==> src/rtl/control_unit_fsm.sv <==
// Multi-cycle control unit: latches one instruction, steps it DECODE/READ/EXEC/WB, owns result+flag regs.
// Latency 6 cycles accept-to-idle at best; instr_ready only in IDLE, EXEC waits on alu_done up to EXEC_TIMEOUT.
module control_unit_fsm #(
    parameter int INSTR_W      = 32,
    parameter int OP_W         = 4,
    parameter int ADDR_W       = 5,
    parameter int NUM_W        = 8,
    parameter int FLAG_W       = 4,
    parameter int EXEC_TIMEOUT = 16,
    parameter int ZERO_REG     = 1
) (
    input  logic               clk,
    input  logic               reset,
    input  logic [INSTR_W-1:0] instruction,
    input  logic               instr_valid,
    output logic               instr_ready,
    output logic [OP_W-1:0]    opcode,
    output logic [ADDR_W-1:0]  addr1,
    output logic [ADDR_W-1:0]  addr2,
    output logic [ADDR_W-1:0]  addr3,
    output logic [NUM_W-1:0]   number,
    output logic               imm_sel,
    output logic               rf_rd_en,
    output logic               alu_start,
    input  logic               alu_done,
    input  logic [NUM_W-1:0]   alu_result,
    input  logic [FLAG_W-1:0]  alu_flags,
    output logic               rf_wr_en,
    output logic [NUM_W-1:0]   output_CU,
    output logic [FLAG_W-1:0]  flag_CU,
    output logic               busy,
    output logic               halted,
    output logic               err
);
    localparam int A1_HI = INSTR_W - OP_W - 1;
    localparam int A2_HI = A1_HI - ADDR_W;
    localparam int A3_HI = A2_HI - ADDR_W;
    localparam int CNT_W = $clog2(EXEC_TIMEOUT + 1);

    typedef enum logic [2:0] {
        S_IDLE,
        S_DECODE,
        S_READ,
        S_EXEC,
        S_WB,
        S_HALT
    } state_t;

    state_t              state_q, state_d;
    logic [INSTR_W-1:0]  ir_q, ir_d;
    logic [OP_W-1:0]     opcode_q, opcode_d;
    logic [ADDR_W-1:0]   addr1_q, addr1_d;
    logic [ADDR_W-1:0]   addr2_q, addr2_d;
    logic [ADDR_W-1:0]   addr3_q, addr3_d;
    logic [NUM_W-1:0]    number_q, number_d;
    logic                imm_sel_q, imm_sel_d;
    logic [CNT_W-1:0]    cnt_q, cnt_d;
    logic [NUM_W-1:0]    out_q, out_d;
    logic [FLAG_W-1:0]   flag_q, flag_d;
    logic                err_q, err_d;
    logic [OP_W-1:0]     ir_op;
    logic                unused_ir;

    assign ir_op     = ir_q[INSTR_W-1 -: OP_W];
    // Gap bits between addr3 and the immediate are carried in the IR but never decoded.
    assign unused_ir = ^ir_q;

    always_ff @(posedge clk or posedge reset) begin
        if (reset) begin
            state_q   <= S_IDLE;
            ir_q      <= '0;
            opcode_q  <= '0;
            addr1_q   <= '0;
            addr2_q   <= '0;
            addr3_q   <= '0;
            number_q  <= '0;
            imm_sel_q <= 1'b0;
            cnt_q     <= '0;
            out_q     <= '0;
            flag_q    <= '0;
            err_q     <= 1'b0;
        end else begin
            state_q   <= state_d;
            ir_q      <= ir_d;
            opcode_q  <= opcode_d;
            addr1_q   <= addr1_d;
            addr2_q   <= addr2_d;
            addr3_q   <= addr3_d;
            number_q  <= number_d;
            imm_sel_q <= imm_sel_d;
            cnt_q     <= cnt_d;
            out_q     <= out_d;
            flag_q    <= flag_d;
            err_q     <= err_d;
        end
    end

    always_comb begin
        state_d     = state_q;
        ir_d        = ir_q;
        opcode_d    = opcode_q;
        addr1_d     = addr1_q;
        addr2_d     = addr2_q;
        addr3_d     = addr3_q;
        number_d    = number_q;
        imm_sel_d   = imm_sel_q;
        cnt_d       = cnt_q;
        out_d       = out_q;
        flag_d      = flag_q;
        err_d       = err_q;
        instr_ready = 1'b0;
        rf_rd_en    = 1'b0;
        alu_start   = 1'b0;
        rf_wr_en    = 1'b0;
        case (state_q)
            S_IDLE: begin
                instr_ready = 1'b1;
                if (instr_valid) begin
                    ir_d    = instruction;
                    state_d = S_DECODE;
                end
            end
            S_DECODE: begin
                opcode_d  = ir_op;
                addr1_d   = ir_q[A1_HI -: ADDR_W];
                addr2_d   = ir_q[A2_HI -: ADDR_W];
                addr3_d   = ir_q[A3_HI -: ADDR_W];
                number_d  = ir_q[NUM_W-1:0];
                imm_sel_d = ir_op[OP_W-1];
                if (ir_op == '0) begin
                    state_d = S_IDLE;
                end else if (&ir_op) begin
                    state_d = S_HALT;
                end else begin
                    state_d = S_READ;
                end
            end
            S_READ: begin
                rf_rd_en = 1'b1;
                cnt_d    = '0;
                state_d  = S_EXEC;
            end
            S_EXEC: begin
                // cnt_q==0 is the start cycle; alu_done is only honoured after it.
                alu_start = (cnt_q == '0);
                if ((cnt_q != '0) && alu_done) begin
                    out_d   = alu_result;
                    flag_d  = alu_flags;
                    state_d = S_WB;
                end else if (cnt_q == CNT_W'(EXEC_TIMEOUT - 1)) begin
                    err_d   = 1'b1;
                    state_d = S_IDLE;
                end else begin
                    cnt_d = cnt_q + CNT_W'(1);
                end
            end
            S_WB: begin
                rf_wr_en = !((ZERO_REG != 0) && (addr1_q == '0));
                state_d  = S_IDLE;
            end
            S_HALT: begin
                state_d = S_HALT;
            end
            default: begin
                state_d = S_IDLE;
            end
        endcase
    end

    assign opcode    = opcode_q;
    assign addr1     = addr1_q;
    assign addr2     = addr2_q;
    assign addr3     = addr3_q;
    assign number    = number_q;
    assign imm_sel   = imm_sel_q;
    assign output_CU = out_q;
    assign flag_CU   = flag_q;
    assign err       = err_q;
    assign busy      = (state_q != S_IDLE);
    assign halted    = (state_q == S_HALT);
endmodule

==> config.mk <==
export PLATFORM = sky130hd
export DESIGN_NAME = control_unit_fsm
export DESIGN_NICKNAME = d
export VERILOG_FILES = /design/src/rtl/control_unit_fsm.sv
export SDC_FILE = /design/constraint.sdc
export NUM_CORES = 1
export LEC_CHECK = 0
export CAP_MARGIN = 30
export CORE_ASPECT_RATIO = 1.25
export CORE_MARGIN = 2
export CORE_UTILIZATION = 44
export DETAILED_ROUTE_END_ITERATION = 8
export GPL_TIMING_DRIVEN = 0
export PLACE_DENSITY = 0.82
export SYNTH_ARGS = -nofsm -noshare
export SYNTH_HDL_FRONTEND = slang
export SYNTH_SLANG_ARGS = --single-unit
export TNS_END_PERCENT = 30
==> constraint.sdc <==
create_clock -name clk -period 7.74 [get_ports clk]
set_input_delay 2.322 -clock clk [delete_from_list [all_inputs] [get_ports clk]]
set_output_delay 2.322 -clock clk [all_outputs]
set_load 0.005 [all_outputs]
==> results.md, run 1 <==
## CTS
- **number of buffers inserted during clock tree synthesis** 9
- **clock insertion delay at the later pin of the skew report** 0.34 ns
- **largest buffer count on any clock path** 2
- **CTS tree** yes
- **clock-pin transition on the worst setup and hold timing paths** 0.07 ns
- **CTS hold repair buffers** 0
- **Sink Count** 75
- **Root Driver** clkbuf_8
- **deepest level of the CTS H-tree** 3
- **post-CTS setup buffer count** 0
- **post-CTS resize count** 0

## GRT
- **global-route met3 utilization** 5.18%
- **met1 Usage GRT** 20.9%
- **global-route total usage across every layer** 16.8%
- **largest net degree at the start of global routing** 43
- **antenna violations before repair** 0
- **wire length of the first global-routing pass** 10,100 microns
- **met2 track demand over resource** 27.0%
- **final global-route overflow total** 0
- **busiest grt layer** met2
- **vias in the first global route** 2,174

## Route
- **DR pass1 iterations** 4
- **final routed wire length divided by cell count** 14.9 microns
- **total via count after detailed routing** 2,098
- **Routed WL** 6120 microns
- **per-cell via count in the routed design** 5.12
- **residual DRC count** 0
- **Routed Antenna Nets** 0
- **drt initial violations** 83

## Place
- **weighted congestion at the end of routability-driven global placement** 0.811
- **area of placed instances** 0.00414 sq mm
- **DP Cell Count** 394
- **placed wire-length estimate** 4420 microns
- **total of buffers placed on input and output ports** 88

## Floorplan
- **io pins** 95
- **starting utilization of the core area** 45.1%
- **number of rows created at floorplan** 34
- **die extent in y** 98.2 microns
- **standard cell core area** 0.00693 sq mm
- **overall die area** 0.00779 sq mm
- **Die Wd** 79.4 microns

## Power
- **cell leakage power** 0.00186 uW
- **Worst VDD drop** 0.000206 V
- **internal cell power** 1280 uW
- **switch share** 29.4%
- **sequential cell fraction of total power** 38.7%
- **clock network fraction of total power** 18.3%
- **net switching component of the power** 534 uW
- **relative contribution of combinational cells to total power** 43.0%
- **power density cells** 416 mW/mm^2

## Setup path
- **Worst Path Buf+Inv** 3
- **critical path's largest stage delay** 0.51 ns
- **Worst Setup Start Kind** flip-flop
- **required arrival time at the worst endpoint** 5.42 ns
- **CP Class** flip-flop to output port
- **Critical-path top delay cell** clkdlybuf4s50_1
- **delay-heaviest family, CP** buffers and inverters
- **critical-path cell list** inv_1 > ha_1 > or4b_1 > buf_2 > nor2_1 > clkdlybuf4s50_1
- **highest fanout seen on the critical path** 8
- **kind of end point of the critical path** output port
- **data arrival at the endpoint of the critical path** 2.27 ns

## STA
- **relative slew slack** 66.7%
- **setup repair after global routing missed its margin** false
- **total negative slack** 0 ns
- **post-route fraction of the period consumed by the critical path** 59.3%
- **final hold slack** 0.474 ns
- **pins over their slew limit** 0
- **Worst Skew** 0.0106 ns
- **Hold Fails Final Rpt** 0
- **final setup violation count** 0
- **fmax** 218 MHz
- **transition at the pin with the smallest max-transition slack** 0.499 ns
- **min Tclk post-route** 4.59 ns

## Outcome
- **outcome** completed

## Flow run
- **max-cap viol count** 0

## Synth
- **nets in the synthesized netlist** 266
- **cell accounting for the most synthesized area** dfrtp_1
- **Synth cell types** 42
- **Post-Synthesis Cells** 215
- **synthesis-stage register bit count** 75
- **main area contributors after synthesis** dfrtp_1, mux2_2, mux2_1
- **synthesized cell area** 0.00312 sq mm
- **fraction of registers with async set/reset** 100%
- **primary flip-flop cell chosen by synthesis mapping** dfrtp_1
- **proportion of netlist area held by the largest area contributor** 60.1%
- **mean instance size in the synthesized netlist** 14.5 sq um
- **Seq/Total Area, Yosys** 60.1%
- **Syn. warnings** 0
- **number of flops mapped to enable cells by yosys** 0

## Cells and area
- **total number of nets in the final design** 366
- **fraction of final layout cells with drive strength greater than 1** 27.5%
- **Post-Layout Inst Area** 0.00437 sq mm
- **number of antenna repair diodes** 0
- **synthesis-to-layout area growth** 39.7%
- **Post-Layout Cell Count** 410

## Min path
- **worst min-delay path class** flip-flop to flip-flop

layout by cell type, fill, tap and decap left out, drive strengths merged, types with 2 or more instances in the layout:
master	n
a221o	2
inv	10
buf	12
nor3	2
nor2	4
clkdlybuf4s50	88
ha	3
clkbuf	14
and2	4
a21o	2
dfrtp	75
clkinvlp	2
nor2b	4
nand2	3
nand3	3
bufinv	2
mux2	66
o41ai	3
worst paths after layout:
path | end | slack (ns) | start | depth (start not counted)
max | alu_start | 3.15 | cnt_q[0]$_DFFE_PP0P_ | 6
max reg2reg | output_CU[1]$_DFFE_PP0P_ | 5.70 | cnt_q[0]$_DFFE_PP0P_ | 7
min in group asynchronous | output_CU[5]$_DFFE_PP0P_ | 2.35 | reset | 2
max in group asynchronous | addr1[3]$_DFFE_PP0N_ | 4.82 | reset | 3
min reg2reg | err$_DFFE_PP0P_ | 0.47 | err$_DFFE_PP0P_ | 1
min | err$_DFFE_PP0P_ | 0.47 | err$_DFFE_PP0P_ | 1
power by group through the flow:
stage	sequential, uW	clock, uW	combinational, uW
floorplan	698	0	434
global placement	702	0	773
detailed placement	714	0	794
CTS	706	343	797
global route	730	356	850
finish	704	333	781
metrics by stage:
stage                     total power, uW  setup WS, ns  util [%]
after detailed placement             1510          3.49      59.7
after global routing                 1940          3.07      63.0
after CTS                            1850          3.12      63.0
after floorplan                      1130          3.51         -
after global placement               1470          2.33      59.4
final                                1820          3.15      63.0
layer usage:
layer  part of all wire, %  up-vias  wire (microns)
met4                   1.0        0              64
li1                      -      975               -
met3                   6.7        9             413
met2                    50       65            3090
met5                     0        -               0
met1                    42     1049            2560
worst reg2reg max path, cell delays in order, from the launching register on:
cell and delay, ns:
dfrtp_1 0.44, inv_1 0.09, ha_1 0.15, or4b_1 0.44, buf_2 0.20, nand3_2 0.13
buf_6 0.16, mux2_1 0.33
synthesized netlist by cell type, drive strengths merged (2+ instances only):
| library cell | number |
|---|---|
| a221o | 2 |
| nor2 | 4 |
| nor3 | 2 |
| inv | 9 |
| and2 | 4 |
| nand3 | 3 |
| nor2b | 4 |
| dfrtp | 75 |
| mux2 | 66 |
| clkbuf | 3 |
| ha | 3 |
| buf | 11 |
| nand2 | 3 |
| a21o | 2 |
| o41ai | 3 |
registers in the layout (all words and copies together) (netlist names):
signal	flops
ir_q	27
number	8
output_CU	8
addr1	5
addr2	5
addr3	5
cnt_q	5
flag_CU	4
opcode	4
state_q	3
err	1
area by class of cell:
class | instances | area, sq um
tap | 90 | 113
fill | 529 | 2570
timing repair buffer | 89 | 901
inverter | 9 | 36.3
multi-input combinational | 117 | 1130
clock buffer | 11 | 141
sequential | 75 | 1880
buffer | 14 | 78.8
clock inverter | 5 | 83.8
kinds of logic (layout without fill, tap and decap cells):
family | count (synthesis) | count (layout) | share of synthesized area, %
AO/OA/AOI/OAI | 18 | 18 | 5.09
adder cells (fa/ha/maj) | 3 | 3 | 1.20
buffers and inverters | 23 | 128 | 3.60
flip-flops | 75 | 75 | 60.1
multiplexers | 66 | 66 | 23.8
AND/OR/NAND/NOR | 30 | 30 | 6.25
Note: power is estimated with default switching activity, not from simulation.
==> run 2: changes to the inputs <==
==> constraint.sdc (replaced) <==
create_clock -name clk -period 4.38 [get_ports clk]
set_input_delay 1.314 -clock clk [delete_from_list [all_inputs] [get_ports clk]]
set_output_delay 1.314 -clock clk [all_outputs]
set_load 0.005 [all_outputs]
==> results of run 2 <==
The final DEF is identical to that of run 1. Status: completed.
Among the figures that moved: setup slack after placement 3.49 ns -> 1.14 ns; setup slack after layout 3.15 ns -> 0.799 ns; register-to-register setup slack 5.70 ns -> 2.34 ns; total power 1820 uW -> 3210 uW; worst IR drop on VDD 0.000206 V -> 0.000364 V
